[config.mk]
export PLATFORM = sky130hd
export DESIGN_NAME = arith_scheduler
export DESIGN_NICKNAME = d
export VERILOG_FILES = /design/src/rtl/arith_scheduler.sv
export SDC_FILE = /design/constraint.sdc
export NUM_CORES = 1
export LEC_CHECK = 0
export ABC_AREA = 1
export BUFFER_PORTS_ARGS = -buffer_cell sky130_fd_sc_hd__buf_2
export CORE_MARGIN = 2
export CORE_UTILIZATION = 48
export CTS_CLUSTER_DIAMETER = 150
export CTS_CLUSTER_SIZE = 40
export DETAILED_ROUTE_END_ITERATION = 6
export PLACE_DENSITY_LB_ADDON = 0.2
export SLEW_MARGIN = 40
export SYNTH_ARGS = -nofsm -noshare
export SYNTH_HDL_FRONTEND = slang
export SYNTH_SLANG_ARGS = --single-unit
export TNS_END_PERCENT = 5
[constraint.sdc]
create_clock -name clk -period 4.3 [get_ports clk]
set_clock_uncertainty 0.2 [all_clocks]
set_input_delay 0 -clock clk [delete_from_list [all_inputs] [get_ports clk]]
set_output_delay 0 -clock clk [all_outputs]
set_load 0.01 [all_outputs]
[src/rtl/arith_scheduler.sv]
// Round-robin front end for the shared signed arithmetic unit: two valid/ready requesters, one tagged response each.
// Latency: response 3 cycles after accept (1 cycle if rejected); response held until rsp_ready, no accepts meanwhile.
module arith_scheduler #(
    parameter int WIDTH = 16
) (
    input  logic               clk,
    input  logic               rst,
    input  logic               req0_valid,
    output logic               req0_ready,
    input  logic [WIDTH-1:0]   req0_a,
    input  logic [WIDTH-1:0]   req0_b,
    input  logic [3:0]         req0_fun,
    input  logic               req1_valid,
    output logic               req1_ready,
    input  logic [WIDTH-1:0]   req1_a,
    input  logic [WIDTH-1:0]   req1_b,
    input  logic [3:0]         req1_fun,
    output logic [WIDTH-1:0]   alu_a,
    output logic [WIDTH-1:0]   alu_b,
    output logic [3:0]         alu_fun,
    output logic               arith_en,
    input  logic [2*WIDTH-1:0] alu_result,
    input  logic               alu_flag,
    output logic               rsp_valid,
    input  logic               rsp_ready,
    output logic [2*WIDTH-1:0] rsp_data,
    output logic               rsp_id,
    output logic               rsp_err,
    output logic               busy
);

    typedef enum logic [1:0] {IDLE, ISSUE, WAIT, RESP} state_t;

    state_t           state;
    logic             last_gnt;
    logic             gnt_id;
    logic             accept;
    logic             reject;
    logic [WIDTH-1:0] sel_a;
    logic [WIDTH-1:0] sel_b;
    logic [3:0]       sel_fun;

    // On a tie the requester that did not win last time gets the grant.
    always_comb begin
        gnt_id     = req1_valid && (!req0_valid || !last_gnt);
        accept     = (state == IDLE) && (req0_valid || req1_valid) && !rst;
        req0_ready = accept && !gnt_id;
        req1_ready = accept && gnt_id;
        sel_a      = gnt_id ? req1_a   : req0_a;
        sel_b      = gnt_id ? req1_b   : req0_b;
        sel_fun    = gnt_id ? req1_fun : req0_fun;
        reject     = (sel_fun > 4'd3) || ((sel_fun == 4'd3) && (sel_b == '0));
    end

    assign busy = (state != IDLE);

    always_ff @(posedge clk or posedge rst) begin
        if (rst) begin
            state     <= IDLE;
            last_gnt  <= 1'b1;
            alu_a     <= '0;
            alu_b     <= '0;
            alu_fun   <= '0;
            arith_en  <= 1'b0;
            rsp_valid <= 1'b0;
            rsp_data  <= '0;
            rsp_id    <= 1'b0;
            rsp_err   <= 1'b0;
        end else begin
            case (state)
                IDLE: begin
                    if (accept) begin
                        last_gnt <= gnt_id;
                        rsp_id   <= gnt_id;
                        // Illegal operations bypass the unit entirely.
                        if (reject) begin
                            rsp_data  <= '0;
                            rsp_err   <= 1'b1;
                            rsp_valid <= 1'b1;
                            state     <= RESP;
                        end else begin
                            alu_a    <= sel_a;
                            alu_b    <= sel_b;
                            alu_fun  <= sel_fun;
                            arith_en <= 1'b1;
                            state    <= ISSUE;
                        end
                    end
                end
                ISSUE: begin
                    alu_a    <= '0;
                    alu_b    <= '0;
                    alu_fun  <= '0;
                    arith_en <= 1'b0;
                    state    <= WAIT;
                end
                WAIT: begin
                    rsp_data  <= alu_result;
                    rsp_err   <= !alu_flag;
                    rsp_valid <= 1'b1;
                    state     <= RESP;
                end
                RESP: begin
                    if (rsp_ready) begin
                        rsp_valid <= 1'b0;
                        state     <= IDLE;
                    end
                end
                default: state <= IDLE;
            endcase
        end
    end

endmodule

==> impl_metrics.ini, run 1 <==
[critical_path]
worstSetupPathType = flip-flop to flip-flop
cp_data_required_time_ns = 4.33
critPathMaxFanout = 36
cp-start-kind = flip-flop
arrival_ns = 3.66
endpoint_kind = flip-flop

[floorplanning]
ios = 185
die_y_um = 95.1
dieArea_mm2 = 0.00905
die_w_um = 95.1
num_rows = 33
coreArea_mm2 = 0.00813
start_util_pct = 49.0

[route]
via_per_inst = 5.12
ant_nets = 0
firstDrtPassIters = 5
drc_errors = 0
wirelength_um = 13200
m1WireLength_um = 5140
highest_layer = met4
met2RoutedLength_um = 6690
dr.first_iter.drc_count = 266
wl_per_cell_um = 14.4
vias = 4693
wl_met3_um = 803

[synthesis]
yosysWarnings = 0
syn_inst = 536
ys_seq_area_share_pct = 47.1
ys_seq_elements = 75
syn_area_mm2 = 0.00399
syn_area_per_cell_um2 = 7.43
syn_nets = 651
synth.distinct_cells = 23

[clock_network]
cts_max_level = 3
post-cts-setup-buffer-count = 0
cts_root_buf = clkbuf_8
cts_tree = built
insertion_delay_ns = 0.35
clk_pin_slew_ns = 0.09
cts_num_sinks = 75
cts_buffers = 9
clockBufferDepth = 2

[global_routing]
grt_pass1_wl_um = 20200
grt_start_max_net_pins = 76
grt.overflow.total = 0
first_global_vias = 4505
grt_use_total_pct = 28.6
grt_antenna_before_repair = 0

[final_layout]
antenna_cells = 0
final_util_pct = 75.9
stdcell_area_mm2 = 0.00617
drive_gt1_share_pct = 26.5
area_growth_pct = 54.9
final_common_cell = nand2_1
layout.nets = 921
mostFrequentLayoutCells = 248 x nand2_1, 184 x buf_2, 104 x dlygate4sd3_1

[power_and_ir_drop]
powerDensity_mw_per_mm2 = 586
p_leak_nw = 3.47
vdd_drop_max_uv = 435

[place]
place.gp.congestion = 0.828
place_area_mm2 = 0.00490
hpwl_um = 7390
io_buffers = 184

[timing]
finalSetupViolations = 0
fmax_ghz = 0.275
drv_slew = 0
holdWs_ns = 0.184
post-route-period-util_pct = 84.5
finalHoldViolations = 0
max_slew.worst_pin.slew_ns = 0.692
relSlewSlack_pct = 53.7
fin_setup_tns_ns = 0
finalCriticalPeriod_ns = 3.63
rsz0062_at_grt = no

[status]
status = completed

[worst_hold_path]
hold_class = input port to flip-flop

[flow_run]
cap_violations = 0
## path summary, 6_finish.rpt
kind,startpoint,endpoint,slack [ns],depth (start not counted)
hold reg to reg,alu_a[2]$_DFFE_PP0P_,alu_a[2]$_DFFE_PP0P_,0.27,2
setup / recovery,last_gnt$_DFFE_PP1P_,rsp_data[29]$_DFFE_PP0P_,0.67,13
setup reg to reg,last_gnt$_DFFE_PP1P_,rsp_data[29]$_DFFE_PP0P_,0.67,13
max in group asynchronous,rst,alu_a[15]$_DFFE_PP0P_,3.21,4
hold / removal,req1_valid,last_gnt$_DFFE_PP1P_,0.18,5
min in group asynchronous,rst,alu_b[2]$_DFFE_PP0P_,0.22,4
## timing repair
item,in CTS,in global routing
resized for setup,0,0
endpoints found under the hold margin,146,0
hold buffers,104,0
## stage by stage
stage | power [W] | setup slack [ns] | instances
6_report | 0.00362 | 0.668 | 916
4_1_cts | 0.00358 | 0.805 | 916
3_3_place_gp | 0.00273 | 0.885 | 796
2_1_floorplan | 0.00227 | 1.06 | 536
5_1_grt | 0.00389 | 0.414 | 916
3_5_place_dp | 0.00277 | 0.797 | 796
## report_power, final
group / switching [W] / internal [W] / leakage [nW]
clock: 0.000293 / 0.000338 / 0.114
sequential: 0.000144 / 0.000975 / 0.966
combinational: 0.00115 / 0.000719 / 2.39
total: 0.00159 / 0.00203 / 3.47
## final cells by class
cell class,count,area [µm²]
flip-flops and latches,75,1880
inverters,17,65.1
clock inverters,7,108
repair buffers,296,2030
clock buffers,9,124
multi-input cells,407,1840
fillers,602,1960
well taps,105,131
## worst max-delay path, stage by stage, from the launching register on
cell and delay [ns]:
dfstp_2 0.54, nand2_1 0.25, nand2_2 0.38, buf_4 0.35, nand2_1 0.11, o21ai_1 0.14
nand2_1 0.08, nor2_1 0.10, nand3_1 0.15, nand3_2 0.09, buf_4 0.33, nand2_2 0.45
nand2_1 0.21, nand2_1 0.10
## cell usage after synthesis
library cell,instances,share of area (%)
nand2_1,248,23
clkbuf_1,14,1.3
nor2_1,24,2.3
a21oi_1,29,3.6
inv_1,16,1.5
o21ai_0,4,0.50
a21boi_0,2,0.38
nand3_1,49,6.2
buf_4,3,0.57
buf_2,13,1.6
dfrtp_1,74,46
buf_1,2,0.19
nand3b_1,33,6.2
nand2_2,3,0.47
nand3_2,1,0.25
buf_6,5,1.4
clkinv_1,1,0.094
o22a_1,1,0.22
ha_1,5,1.6
o21ai_1,6,0.75
o21a_1,1,0.19
o211ai_1,1,0.19
dfstp_2,1,0.66
## flip-flops by register name, summed over array words and instances (netlist names)
register   flops
rsp_id         1
last_gnt       1
alu_fun        4
rsp_valid      1
arith_en       1
state          2
alu_a         16
rsp_data      32
alu_b         16
rsp_err        1
## layer usage
metal | up-vias | global-route usage, %
li1 | 2240 | -
met1 | 2197 | 32.9
met2 | 202 | 50.5
met3 | 54 | 4.98
met4 | 0 | 15.2
met5 | - | 0
## logic make-up (layout without fill, tap and decap cells)
| family | after synthesis | count (layout) | share of synthesized area [%] |
|---|---|---|---|
| AO/OA/AOI/OAI | 44 | 44 | 5.87 |
| AND/OR/NAND/NOR | 358 | 358 | 38.7 |
| adder cells (fa/ha/maj) | 5 | 5 | 1.57 |
| buffers and inverters | 54 | 329 | 6.72 |
| flip-flops | 75 | 75 | 47.1 |
Power figures use the tool's default switching activity.
==> run 2: changes to the inputs <==
--- a/config.mk
+++ b/config.mk
@@ -8,7 +8,7 @@
 export ABC_AREA = 1
 export BUFFER_PORTS_ARGS = -buffer_cell sky130_fd_sc_hd__buf_2
 export CORE_MARGIN = 2
-export CORE_UTILIZATION = 48
+export CORE_UTILIZATION = 47
 export CTS_CLUSTER_DIAMETER = 150
 export CTS_CLUSTER_SIZE = 40
 export DETAILED_ROUTE_END_ITERATION = 6
==> constraint.sdc (replaced) <==
create_clock -name clk -period 3.56 [get_ports clk]
set_clock_uncertainty 0.2 [all_clocks]
set_input_delay 0 -clock clk [delete_from_list [all_inputs] [get_ports clk]]
set_output_delay 0 -clock clk [all_outputs]
set_load 0.01 [all_outputs]
==> run 2 against run 1 <==
Compared with the run above:
- hold slack improved by 0.026 ns
- via count decreased by 2.0%
- highest routed layer unchanged
- sequential power increased by 21%
- critical path type unchanged
- setup slack got worse by 0.29 ns
- critical path depth unchanged
==> impl_metrics.ini, run 2 (synthesis results as in run 1) <==
[floorplanning]
die_y_um = 96.1
ios = 185
num_rows = 33
die_w_um = 96.1
start_util_pct = 48.5
coreArea_mm2 = 0.00822
dieArea_mm2 = 0.00923

[clock_network]
cts_root_buf = clkbuf_8
cts_tree = built
cts_buffers = 9
cts_num_sinks = 75
cts_max_level = 3
clk_pin_slew_ns = 0.08
clockBufferDepth = 2
insertion_delay_ns = 0.34
cts_resized = 0

[route]
firstDrtPassIters = 5
wirelength_um = 12600
vias = 4599
via_per_inst = 5.01
ant_nets = 0
dr.first_iter.drc_count = 207
wl_per_cell_um = 13.7
drc_errors = 0

[power_and_ir_drop]
clkPwrFrac_pct = 15.2
sequentialPowerShare_pct = 31.9
p_sw_share_pct = 43.9
p_leak_nw = 3.46
internal_power_w = 0.00238
comb_power_share_pct = 52.9
powerDensity_mw_per_mm2 = 689
p_sw_w = 0.00186
vdd_drop_max_uv = 478

[timing]
fmax_ghz = 0.314
setup_slack_ns = 0.378
finalSetupViolations = 0
drv_slew = 0
fin_setup_tns_ns = 0
relSlewSlack_pct = 55.5
finalHoldViolations = 0
post-route-period-util_pct = 89.4
max_slew.worst_pin.slew_ns = 0.665
rsz0062_at_grt = no
finalCriticalPeriod_ns = 3.18

[status]
status = completed

[flow_run]
cap_violations = 0

[worst_hold_path]
hold_class = input port to flip-flop
holdPathStages = 4

[global_routing]
use_met1_pct = 35.5
first_global_vias = 4406
met3_usage_pct = 4.15
grt.overflow.total = 0
grt_start_max_net_pins = 76
grt_pass1_wl_um = 20200
grt_use_total_pct = 28.1
grt_use_met2_pct = 47.9
busiest_layer = met2
grt_antenna_before_repair = 0

[place]
post-place-ws_ns = 0.527
place.gp.congestion = 0.889
hpwl_um = 7620
io_buffers = 184
place_area_mm2 = 0.00492

[final_layout]
antenna_cells = 0
largest_reg_flops = 32
layout.nets = 923
drive_gt1_share_pct = 26.6
stdcell_area_mm2 = 0.00616
mostFrequentLayoutCells = 248 x nand2_1, 184 x buf_2, 104 x dlygate4sd3_1
final_common_cell = nand2_1
largest_register = rsp_data
area_growth_pct = 54.5
top_regs = rsp_data x32, alu_a x16, alu_b x16

[critical_path]
reg2regPathDepth = 13
critPathMaxFanout = 35
cp-start-kind = flip-flop
arrival_ns = 3.26
endpoint_kind = flip-flop
worstSetupPathType = flip-flop to flip-flop
cp_data_required_time_ns = 3.64
run 2: cell types whose count changed in the layout (fill, tap and decap cells not counted):
cell / before / now
bufinv_16: 2 / 1
o21ai_2: 1 / 0
clkinv_4: 1 / 0
inv_8: 2 / 0
o21ai_4: 0 / 1
clkbuf_1: 0 / 1
clkinv_2: 1 / 3
clkinvlp_4: 1 / 2
buf_4: 7 / 9
run 2: layout make-up:
| type | count | area [µm²] |
|---|---|---|
| sequential | 75 | 1880 |
| inverter | 17 | 65.1 |
| multi-input combinational | 407 | 1850 |
| fill | 610 | 2060 |
| clock inverter | 6 | 63.8 |
| clock buffer | 10 | 128 |
| timing repair buffer | 298 | 2040 |
| tap | 105 | 131 |
run 2: path summary, 6_finish.rpt:
kind / slack, ns / start / end
worst max-delay path: 0.38 / last_gnt$_DFFE_PP1P_ / alu_b[3]$_DFFE_PP0P_
worst min-delay path: 0.21 / req1_valid / last_gnt$_DFFE_PP1P_
worst max register to register: 0.38 / last_gnt$_DFFE_PP1P_ / alu_b[3]$_DFFE_PP0P_
worst min register to register: 0.27 / rsp_data[26]$_DFFE_PP0P_ / rsp_data[26]$_DFFE_PP0P_
max in group asynchronous: 2.47 / rst / alu_b[1]$_DFFE_PP0P_
min in group asynchronous: 0.23 / rst / alu_b[10]$_DFFE_PP0P_
run 2: layer usage:
layer | up-vias | routed length, µm
li1 | 2245 | -
met1 | 2142 | 5120
met2 | 178 | 6420
met3 | 34 | 755
met4 | 0 | 329
met5 | - | 0
run 2: critical path, cell delays in order, from the launching register on:
cell and delay (ns):
dfstp_2 0.53, nand2_1 0.25, nand2_2 0.38, buf_4 0.27, nand2_1 0.08, o21ai_1 0.12
nand2_1 0.08, nor2_1 0.13, nand3_1 0.13, nand2_1 0.09, nand2_1 0.09, nand2_2 0.53
nand2_1 0.13, nand2_1 0.09
run 2: timing repair:
item / 4_1_cts / 5_1_grt
endpoints found under the hold margin: 146 / 0
hold buffers: 104 / 0
buffers inserted: 0 / 0
run 2: power by group through the flow:
stage | logic, W | clock network [W] | registers [W]
finish | 0.00225 | 0.000646 | 0.00135
global route | 0.00252 | 0.000699 | 0.00139
CTS | 0.00222 | 0.000659 | 0.00135
detailed placement | 0.00200 | 0 | 0.00136
global placement | 0.00194 | 0 | 0.00136
floorplan | 0.00125 | 0 | 0.00149
run 2: stage by stage:
stage	std cells	util [%]	total power [W]	hold slack, ns
after floorplan	536	-	0.00274	-0.0123
after detailed placement	798	59.8	0.00336	0.0598
after CTS	918	74.8	0.00423	0.167
final	918	74.9	0.00424	0.210
after global placement	798	59.8	0.00330	0.0844
after global routing	918	74.9	0.00461	0.277
